[src/rtl/game_tick_scheduler.sv]
// Four-channel programmable tick scheduler for game timing.
// Each channel divides the system clock by its own divisor and emits a one-cycle
// tick pulse plus a square wave that toggles on every tick. A small run/pause/idle
// controller gates all channels, and divisor writes made while running are parked
// in a single pending slot until the target channel's next tick.
module game_tick_scheduler #(
  parameter int unsigned W    = 32,
  parameter int unsigned DIV0 = 833333,
  parameter int unsigned DIV1 = 5000000,
  parameter int unsigned DIV2 = 25000000,
  parameter int unsigned DIV3 = 50000000
) (
  input  logic         cin,
  input  logic         reset,
  input  logic         start,
  input  logic         pause,
  input  logic         stop,
  input  logic         cfg_valid,
  input  logic [1:0]   cfg_sel,
  input  logic [W-1:0] cfg_div,
  output logic         cfg_ready,
  output logic [3:0]   tick,
  output logic [3:0]   sq,
  output logic [1:0]   state
);

  typedef enum logic [1:0] {
    StIdle  = 2'b00,
    StRun   = 2'b01,
    StPause = 2'b10
  } state_e;

  state_e         state_q, state_d;

  logic [W-1:0]   div_q [4];
  logic [W-1:0]   div_d [4];
  logic [W-1:0]   cnt_q [4];
  logic [W-1:0]   cnt_d [4];
  logic [3:0]     tick_q, tick_d;
  logic [3:0]     sq_q, sq_d;

  logic           pend_valid_q, pend_valid_d;
  logic [1:0]     pend_sel_q, pend_sel_d;
  logic [W-1:0]   pend_div_q, pend_div_d;

  // Terminal count per channel; a zero divisor behaves as a divisor of one.
  logic [W-1:0]   last_cnt [4];
  // Channel reaches its terminal count on this edge (only meaningful in RUN).
  logic [3:0]     hit;

  // Terminal-count compare; >= keeps a counter from running past a shrunken divisor.
  always_comb begin
    hit = '0;
    for (int i = 0; i < 4; i++) begin
      last_cnt[i] = (div_q[i] == '0) ? '0 : div_q[i] - W'(1);
      hit[i]      = (cnt_q[i] >= last_cnt[i]);
    end
  end

  // Run/pause/idle controller; stop beats pause beats start.
  always_comb begin
    state_d = state_q;
    if (stop) begin
      state_d = StIdle;
    end else if (pause) begin
      if (state_q == StRun) begin
        state_d = StPause;
      end
    end else if (start) begin
      if (state_q == StIdle || state_q == StPause) begin
        state_d = StRun;
      end
    end
  end

  // Channel counters, pending-divisor slot and write acceptance.
  always_comb begin
    div_d        = div_q;
    cnt_d        = cnt_q;
    sq_d         = sq_q;
    tick_d       = '0;
    pend_valid_d = pend_valid_q;
    pend_sel_d   = pend_sel_q;
    pend_div_d   = pend_div_q;

    // Counters act on the state being left; the new state applies from the next edge.
    unique case (state_q)
      StRun: begin
        for (int i = 0; i < 4; i++) begin
          if (hit[i]) begin
            tick_d[i] = 1'b1;
            sq_d[i]   = ~sq_q[i];
            cnt_d[i]  = '0;
          end else begin
            cnt_d[i]  = cnt_q[i] + W'(1);
          end
        end
      end
      StPause: begin
        // Counts and square waves hold so a resume loses no phase.
      end
      default: begin
        for (int i = 0; i < 4; i++) begin
          cnt_d[i] = '0;
        end
        sq_d = '0;
      end
    endcase

    // Drain the pending slot: immediately when leaving/outside RUN, else on the
    // target channel's tick (which still fires under the old divisor).
    if (pend_valid_q) begin
      if (stop || pause || state_q != StRun) begin
        div_d[pend_sel_q] = pend_div_q;
        cnt_d[pend_sel_q] = '0;
        pend_valid_d      = 1'b0;
      end else if (hit[pend_sel_q]) begin
        div_d[pend_sel_q] = pend_div_q;
        pend_valid_d      = 1'b0;
      end
    end

    // New writes follow the rules of the state being left.
    if (cfg_valid && !pend_valid_q) begin
      if (state_q == StRun) begin
        pend_valid_d = 1'b1;
        pend_sel_d   = cfg_sel;
        pend_div_d   = cfg_div;
      end else begin
        div_d[cfg_sel] = cfg_div;
        cnt_d[cfg_sel] = '0;
      end
    end

    // Entering IDLE clears everything on the same edge.
    if (stop) begin
      for (int i = 0; i < 4; i++) begin
        cnt_d[i] = '0;
      end
      tick_d = '0;
      sq_d   = '0;
    end
  end

  // State register with synchronous reset to the parameter divisors.
  always_ff @(posedge cin) begin
    if (reset) begin
      state_q      <= StIdle;
      div_q[0]     <= W'(DIV0);
      div_q[1]     <= W'(DIV1);
      div_q[2]     <= W'(DIV2);
      div_q[3]     <= W'(DIV3);
      for (int i = 0; i < 4; i++) begin
        cnt_q[i] <= '0;
      end
      tick_q       <= '0;
      sq_q         <= '0;
      pend_valid_q <= 1'b0;
      pend_sel_q   <= '0;
      pend_div_q   <= '0;
    end else begin
      state_q      <= state_d;
      div_q        <= div_d;
      cnt_q        <= cnt_d;
      tick_q       <= tick_d;
      sq_q         <= sq_d;
      pend_valid_q <= pend_valid_d;
      pend_sel_q   <= pend_sel_d;
      pend_div_q   <= pend_div_d;
    end
  end

  assign cfg_ready = ~pend_valid_q;
  assign tick      = tick_q;
  assign sq        = sq_q;
  assign state     = state_q;

endmodule

[config.mk]
export PLATFORM = sky130hd
export DESIGN_NAME = game_tick_scheduler
export DESIGN_NICKNAME = d
export VERILOG_FILES = /design/src/rtl/game_tick_scheduler.sv
export SDC_FILE = /design/constraint.sdc
export NUM_CORES = 1
export LEC_CHECK = 0
export ABC_AREA = 1
export ABC_CLOCK_PERIOD_IN_PS = 4000
export CAP_MARGIN = 20
export CELL_PAD_IN_SITES_DETAIL_PLACEMENT = 1
export CELL_PAD_IN_SITES_GLOBAL_PLACEMENT = 2
export CORE_MARGIN = 8
export CORE_UTILIZATION = 31
export CTS_CLUSTER_DIAMETER = 60
export CTS_CLUSTER_SIZE = 25
export DETAILED_ROUTE_END_ITERATION = 10
export HOLD_SLACK_MARGIN = 0.05
export PLACE_DENSITY_LB_ADDON = 0.1
export SYNTH_ARGS = -nofsm -noshare
export SYNTH_HDL_FRONTEND = slang
export SYNTH_SLANG_ARGS = --single-unit
[constraint.sdc]
create_clock -name cin -period 4 [get_ports cin]
set_input_delay 0.6 -clock cin [delete_from_list [all_inputs] [get_ports cin]]
set_output_delay 0.6 -clock cin [all_outputs]
set_load 0.02 [all_outputs]
==> results of run 1 <==
-- cell type report --
type	instances	area [um2]	area share (%)
repair buffers	401	3725	12.23
clock buffers	57	1232	4.046
inverters	529	1998	6.560
repair inverters	1	11.26	0.03697
clock inverters	25	305.3	1.002
flip-flops and latches	301	6045	19.84
multi-input cells	2822	15930	52.30
well taps	969	1212	3.980
-- metal layers --
layer	global-route usage (%)	up-vias	wire [um]
met3	4.438	184	5821
met4	6.639	0	2833
met5	0	-	0
met2	40.03	604	48610
li1	-	12950	-
met1	32.68	12950	48800
-- path summary, 6_finish.rpt --
path | endpoint | slack [ns] | depth (start not counted)
setup / recovery | div_q[80] | -0.06 | 29
setup reg to reg | div_q[80] | -0.06 | 29
hold reg to reg | cnt_q[13] | 0.49 | 2
hold / removal | div_q[26] | 0.35 | 4
-- power by group through the flow --
stage                     registers, mW  clock network (mW)  logic [mW]
after floorplan                    3.21                   0       0.633
after global placement             3.23                   0        1.17
after detailed placement           3.23                   0        1.21
after CTS                          3.17                4.35        1.26
after global routing               3.18                4.45        1.48
final                              3.18                4.26        1.35
-- critical path, delay by kind of cell (launching register included) --
family / cells / cell delay, ns
compound gates: 4 / 0.43
fa+ha+maj: 1 / 0.34
buf+inv: 7 / 0.88
flops: 1 / 0.34
simple gates: 17 / 1.92
-- cell usage after synthesis, types with 27 or more instances --
library cell / n / share of area [%]
nor3_1: 60 / 1.3
nand2_1: 824 / 13
nand3_1: 359 / 7.8
a21oi_1: 262 / 5.7
inv_1: 513 / 8.3
nor2_1: 511 / 8.3
nand4_1: 54 / 1.5
o22ai_1: 59 / 1.6
xor2_1: 97 / 3.7
o21ai_0: 258 / 5.6
dfxtp_1: 301 / 26
nor4_1: 27 / 0.73
ha_1: 143 / 7.7
clkbuf_1: 118 / 1.9
-- cells by family (layout without fill, tap and decap cells) --
logic type,Yosys count,in the layout,share of synthesized area [%]
xor gates and xnor gates,104,104,3.937
DFF,301,301,26.05
AOI/OAI and AO/OA,651,651,15.19
adders and majority gates,143,143,7.734
buffers and inverters,682,1013,11.27
and+or+nand+nor,1924,1924,35.82
-- timing repair --
item,4_1_cts,5_1_grt
setup buffers,28,32
gates resized for setup,123,307
endpoints found under the setup margin,167,256
endpoints found under the hold margin,0,0
cloned,8,7
pin swaps,52,132
-- sequential cells by signal, indices dropped and copies added (netlist names) --
name,count
sq,4
pend_div_q,32
pend_valid_q,1
state,2
pend_sel_q,2
div_q,128
cnt_q,128
tick,4
==> flow_summary.ini, run 1 <==
[power_and_ir_drop]
p_comb_share_pct = 15.4
power_density_nw_per_um2 = 288.4
vdd_ir_drop_max_v = 0.0002635
p_sw_share_pct = 30.30
power.switching_mw = 2.662
power_frac_seq_pct = 36.1
leakage_nw = 13.12
p_int_mw = 6.122
power.total_mw = 8.784
pwr-share-clk_pct = 48.5

[sta]
rsz0062_at_grt = true
slew_viol_final = 0
final-setup-viol-count = 40
max_slew.worst_pin.slew_ns = 0.9902
setup_ws_ns = -0.05789
slew_headroom_pct = 33.98
whs_ns = 0.3500
finalHoldViolations = 0
fin_tns_setup_ns = -0.7249
period_share_pct = 101.4
period_minus_slack_ns = 4.058
clock_skew_ns = 0.03572
timing.fmax_mhz = 246.4

[placement]
pre_cts_ws_ns = -0.5353
io_buffers = 50
place_inst = 4950
hpwlAfterDp_um = 78840
placed_cell_area_um2 = 26520
gp_congestion = 0.9203

[global_route]
grt_pass1_vias = 27460
grt_pass1_wl_um = 160100
gr-total-overflow = 0
antenna_found_initial = 5
track_usage_pct = 24.42
grt_max_degree = 120

[setup_path]
cp_slowest_cell = dfxtp_2
cp_max_fo = 7
cp-startpoint = div_q[32]
worstSetupEndpointType = register
worstReg2RegStart = div_q[32]
cp-start-kind = register
worstSetupPathType = register to register
cpPeakStageDelay_ns = 0.34
critPathRequiredTime_ns = 4.48
cp.arrival_ns = 4.53

[logic_synthesis]
ys_types = 52
yosysSeqAreaShare_pct = 26.05
synth.avg_cell_area_um2 = 6.080
synthFlopType = dfxtp_1
syn_inst = 3805
synthArstFlopShare_pct = 0
yosysWarningCount = 0
synth_edf_count = 0
syn_nets = 3988
syn_area_um2 = 23130
ys_seq_elements = 301

[floorplanning]
core_um2 = 74200
start_util_pct = 31.18
ios = 51
row_count = 100
die_w_um = 289.2
die_h_um = 289.2
dieArea_um2 = 83630

[clock_network]
clk_pin_slew_worst_paths_ns = 0.07
clockRootBuffer = clkbuf_16
cts_tree = yes
cts_buffer_depth = 3
cts_max_level = 2
cts_hold_buf = 0
insertion_delay_ns = 0.61
cts_made_buffers = 44
clock_sinks = 301

[layout]
syn_to_final_growth_pct = 31.67
finalNonFillerCells = 5105
antenna_cells = 0
nets = 4283
drive_above_1_share_pct = 19.27
final_cell_mix = 748 x nand2_1, 491 x inv_1, 463 x nor2_1
fin_area_um2 = 30460
final_common_cell = nand2_1
fin_util_pct = 41.05
fillers = 9581

[min_path]
min_from = reset
hold_class = input port to register

[drt]
viasPerCell = 5.227
final_antenna_net_count = 0
drt_first_iter_violations = 1572
wirelength_um = 106100
drc = 0
post_drt_wl_per_cell_um = 20.78
first_pass_iters = 5
via_count = 26690

[status]
violations = setup timing
outcome = complete, but fails checks

[job]
drv_cap = 0
Power figures use the tool's default switching activity.
==> run 2: changes to the inputs <==
CAP_MARGIN = 40   (was 20)
==> flow_summary.ini, run 2 (synthesis gave the netlist of run 1 again) <==
[drt]
drt_first_iter_violations = 1726
first_pass_iters = 5
wirelength_um = 104300
via_count = 26630
drc = 0
viasPerCell = 5.243
post_drt_wl_per_cell_um = 20.53
final_antenna_net_count = 0

[job]
drv_cap = 0

[status]
violations = setup timing
outcome = complete, but fails checks

[layout]
final_cell_mix = 774 x nand2_1, 498 x inv_1, 479 x nor2_1
reg_top3 = cnt_q (128), div_q (128), pend_div_q (32)
multi_input_area_um2 = 15340
fillers = 9638
drive_above_1_share_pct = 16.35
antenna_cells = 0
fin_util_pct = 39.84
nets = 4257
finalNonFillerCells = 5080
register_area_um2 = 6045
syn_to_final_growth_pct = 27.77
fin_area_um2 = 29560
final_common_cell = nand2_1

[power_and_ir_drop]
pwr-share-clk_pct = 49.3
power_frac_seq_pct = 36.0
p_int_mw = 6.137
p_sw_share_pct = 30.29
p_comb_share_pct = 14.7
power_density_nw_per_um2 = 297.8
vdd_ir_drop_max_v = 0.0002371
leakage_nw = 12.82
power.switching_mw = 2.666

[sta]
max_slew.worst_pin.slew_ns = 0.8808
timing.fmax_mhz = 238.7
period_share_pct = 104.7
whs_ns = 0.3552
rsz0062_at_grt = true
slew_viol_final = 0
fin_tns_setup_ns = -7.067
finalHoldViolations = 0
period_minus_slack_ns = 4.189
setup_ws_ns = -0.1890
slew_headroom_pct = 41.28
final-setup-viol-count = 108
clock_skew_ns = 0.03481

[floorplanning]
row_count = 100
dieArea_um2 = 83630
die_h_um = 289.2
core_um2 = 74200
start_util_pct = 31.18
ios = 51
die_w_um = 289.2

[clock_network]
clockRootBuffer = clkbuf_16
insertion_delay_ns = 0.60
clock_sinks = 301
clk_pin_slew_worst_paths_ns = 0.06
cts_max_level = 2
cts_made_buffers = 46
cts_tree = yes
cts_buffer_depth = 3

[setup_path]
worstReg2RegStart = div_q[32]
r2r_slack_ns = -0.19
cp_slowest_cell = dfxtp_4
cp-start-kind = register
worstSetupPathType = register to register
cp-startpoint = div_q[32]
cp.arrival_ns = 4.66
critPathRequiredTime_ns = 4.47
cp_max_fo = 7
worstSetupEndpointType = register
rr_endpoint = div_q[77]
r2r_cells = 29
cpPeakStageDelay_ns = 0.36
cp-endpoint = div_q[77]

[placement]
placed_cell_area_um2 = 26530
gp_congestion = 0.9203
io_buffers = 50
place_inst = 4951
hpwlAfterDp_um = 79120

[global_route]
grt_pass1_wl_um = 160200
grt_pass1_vias = 27550
gr-total-overflow = 0
grt_max_degree = 120
antenna_found_initial = 5
track_usage_pct = 24.38

[min_path]
hold_class = input port to register
min_from = reset
-- run 2: changes by cell type in the layout (fill, tap and decap cells not counted), sizes merged --
cell      before  now
bufbuf         0    2
inv          533  535
clkinv        15   11
clkinvlp       2   10
buf          347  320
clkbuf        62   56
-- run 2: repair_timing --
action                                 in CTS  in global routing
pin swaps                                  69                 54
setup endpoints to repair                 151                254
hold buffers                                0                  0
setup buffers                              27                 10
resized for setup                         132                116
gates cloned                                6                  3
endpoints found under the hold margin       0                  0
-- run 2: layout make-up --
type / count / area share, %
multi-input cells: 2822 / 51.89
well taps: 969 / 4.102
inverters: 529 / 6.739
clock inverters: 32 / 1.261
clock buffers: 53 / 4.157
flip-flops and latches: 301 / 20.45
repair buffers: 374 / 11.40
-- run 2: worst min-delay path by stage --
stage                     end  slack [ns]  cells past startpoint
floorplan           cnt_q[13]        0.45                      2
global placement    cnt_q[13]        0.48                      2
detailed placement  cnt_q[13]        0.49                      2
finish              div_q[26]        0.36                      4
global route        div_q[26]        0.35                      4
CTS                 div_q[26]        0.31                      4
-- run 2: critical path: cells and delay by family, from the launching register on --
kind                       cells  cell delay, ns
AOI/OAI and AO/OA              4            0.43
adders and majority gates      1            0.26
buffers and inverters          7            0.89
and+or+nand+nor               17            2.09
DFF                            1            0.36
-- run 2: power groups by stage --
stage | Sequential (mW) | Combinational, mW | Clock, mW
final | 3.17 | 1.29 | 4.34
after global routing | 3.18 | 1.42 | 4.57
after CTS | 3.17 | 1.26 | 4.43
after detailed placement | 3.23 | 1.21 | 0
after global placement | 3.23 | 1.17 | 0
after floorplan | 3.21 | 0.633 | 0
-- run 2: metrics by stage --
stage	total power, mW	setup WS (ns)
floorplan	3.843	0.3529
global placement	4.400	-0.3868
detailed placement	4.440	-0.5557
CTS	8.860	-0.1389
global route	9.174	-0.4916
finish	8.803	-0.1890
-- run 2: per-layer routing --
metal	GRT usage (%)	vias up	wire (um)
met1	32.80	13020	48610
met2	40.18	548	47540
li1	-	12920	-
met3	3.803	153	5378
met4	6.664	0	2749
met5	0	-	0
==> run 3: changes to the inputs <==
GPL_TIMING_DRIVEN = 0   (was default)
==> flow_summary.ini, run 3 (synthesis gave the netlist of run 1 again) <==
[layout]
fillers = 9535
final_common_cell = nand2_1
finalNonFillerCells = 5025
final_cell_mix = 758 x nand2_1, 498 x inv_1, 454 x nor2_1
reg_top3 = cnt_q (128), div_q (128), pend_div_q (32)
syn_to_final_growth_pct = 30.87
nets = 4200
fin_util_pct = 40.81
drive_above_1_share_pct = 17.10

[setup_path]
cp_slowest_cell = dfxtp_2
critPathRequiredTime_ns = 4.50
worstReg2RegStart = div_q[100]
cp_max_fo = 5
crit_path_frequent_cell = nand2_1
r2r_cells = 28
cpPeakStageDelay_ns = 0.35
cp.arrival_ns = 4.66
rr_endpoint = div_q[60]
worstSetupEndpointType = register
cp-start-kind = register
r2r_slack_ns = -0.16
worstSetupPathType = register to register

[drt]
wirelength_um = 117000
final_antenna_net_count = 0
first_pass_iters = 5
drc = 0
viasPerCell = 5.303
drt_first_iter_violations = 1758
post_drt_wl_per_cell_um = 23.29
via_count = 26650

[floorplanning]
core_um2 = 74200
die_h_um = 289.2
start_util_pct = 31.18
ios = 51
row_count = 100
die_w_um = 289.2
dieArea_um2 = 83630

[placement]
gp_congestion = 1.008
place_inst = 4831
io_buffers = 49
hpwlAfterDp_um = 88070

[clock_network]
cts_hold_buf = 0
cts_max_level = 2
clk_pin_slew_worst_paths_ns = 0.06
clockRootBuffer = clkbuf_16
cts_made_buffers = 49
insertion_delay_ns = 0.62
clock_sinks = 301
cts_tree = yes
cts_buffer_depth = 3

[sta]
slew_viol_final = 0
clock_skew_ns = 0.02569
period_share_pct = 104.0
period_minus_slack_ns = 4.160
setup_ws_ns = -0.1603
finalHoldViolations = 0
slew_headroom_pct = 2.543
max_slew.worst_pin.slew_ns = 1.462
timing.fmax_mhz = 240.4
rsz0062_at_grt = true
final-setup-viol-count = 126

[status]
violations = setup timing
outcome = complete, but fails checks

[global_route]
busiest_layer = met2
gr-total-overflow = 0
grt_pass1_vias = 25810
global_route.usage.met1_pct = 37.94
track_usage_pct = 26.77
grt_max_degree = 13
grt_pass1_wl_um = 169000
antenna_found_initial = 3
use_met3_pct = 5.590
grtUsageMet2_pct = 41.00

[power_and_ir_drop]
leakage_nw = 12.63
p_comb_share_pct = 14.0
power_frac_seq_pct = 36.1
power.total_mw = 8.903
vdd_ir_drop_max_v = 0.0002945
pwr-share-clk_pct = 49.9
p_sw_share_pct = 30.61
p_int_mw = 6.178
power_density_nw_per_um2 = 294.1
power.switching_mw = 2.725

[job]
drv_cap = 0

[min_path]
hold_path_end = cnt_q[13]
hold_depth = 2
min_from = cnt_q[13]
hold_class = register to register
==> run 3: cell type report <==
class                           count  area (um2)  share of cell area [%]
Antenna cell                        3       7.507                 0.02480
Inverter                          529        2003                   6.616
Tap cell                          969        1212                   4.004
Clock buffer                       64        1415                   4.674
Timing Repair Buffer              160        1877                   6.199
Multi-Input combinational cell   2822       16430                   54.26
Clock inverter                     23       221.5                  0.7315
Sequential cell                   301        6050                   19.98
Buffer                            153        1056                   3.488
Timing Repair inverter              1       6.256                 0.02066
==> run 3: layer usage <==
metal	wire length (um)	vias up
met3	8745	204
met1	55270	12900
met2	49440	720
met4	3546	2
li1	-	12820
met5	12	-
==> run 3: critical path, delay by kind of cell (launching register included) <==
kind,cells,cell delay (ns)
DFF,1,0.35
buffers and inverters,8,0.89
AOI/OAI and AO/OA,5,0.65
adders and majority gates,1,0.26
and+or+nand+nor,14,1.90
==> run 3: how the worst max path moves through the flow <==
| stage | from | endpoint | slack, ns | cells past startpoint |
|---|---|---|---|---|
| 2_1_floorplan | div_q[98] | div_q[59] | 0.35 | 31 |
| 3_3_place_gp | div_q[76] | div_q[109] | -1.35 | 25 |
| 3_5_place_dp | div_q[76] | div_q[109] | -1.35 | 25 |
| 4_1_cts | div_q[34] | pend_valid_q | -0.24 | 25 |
| 5_1_grt | div_q[96] | div_q[60] | -0.39 | 31 |
| 6_report | div_q[100] | div_q[60] | -0.16 | 28 |
==> run 3: what timing repair did <==
action / in CTS / in global routing
setup buffers: 43 / 32
pin swaps: 59 / 173
cloned: 9 / 17
gates resized for setup: 288 / 373
setup endpoints to repair: 259 / 257
==> run 3: stage by stage <==
stage	hold slack, ns	area [um2]	setup WS (ns)	TNS [ns]
after floorplan	0.4536	23130	0.3529	0
after global placement	0.4893	24840	-1.348	-226.88
after detailed placement	0.4911	24940	-1.346	-227.01
after CTS	0.4995	28120	-0.2397	-23.72
after global routing	0.5261	30270	-0.3939	-44.47
final	0.4983	30280	-0.1603	-11.94
==> run 3: power by group through the flow <==
stage | combinational (mW) | sequential [mW] | clock [mW]
2_1_floorplan | 0.633 | 3.21 | 0
3_3_place_gp | 1.03 | 3.26 | 0
3_5_place_dp | 1.04 | 3.26 | 0
4_1_cts | 1.12 | 3.20 | 4.53
5_1_grt | 1.36 | 3.22 | 4.63
6_report | 1.25 | 3.21 | 4.44
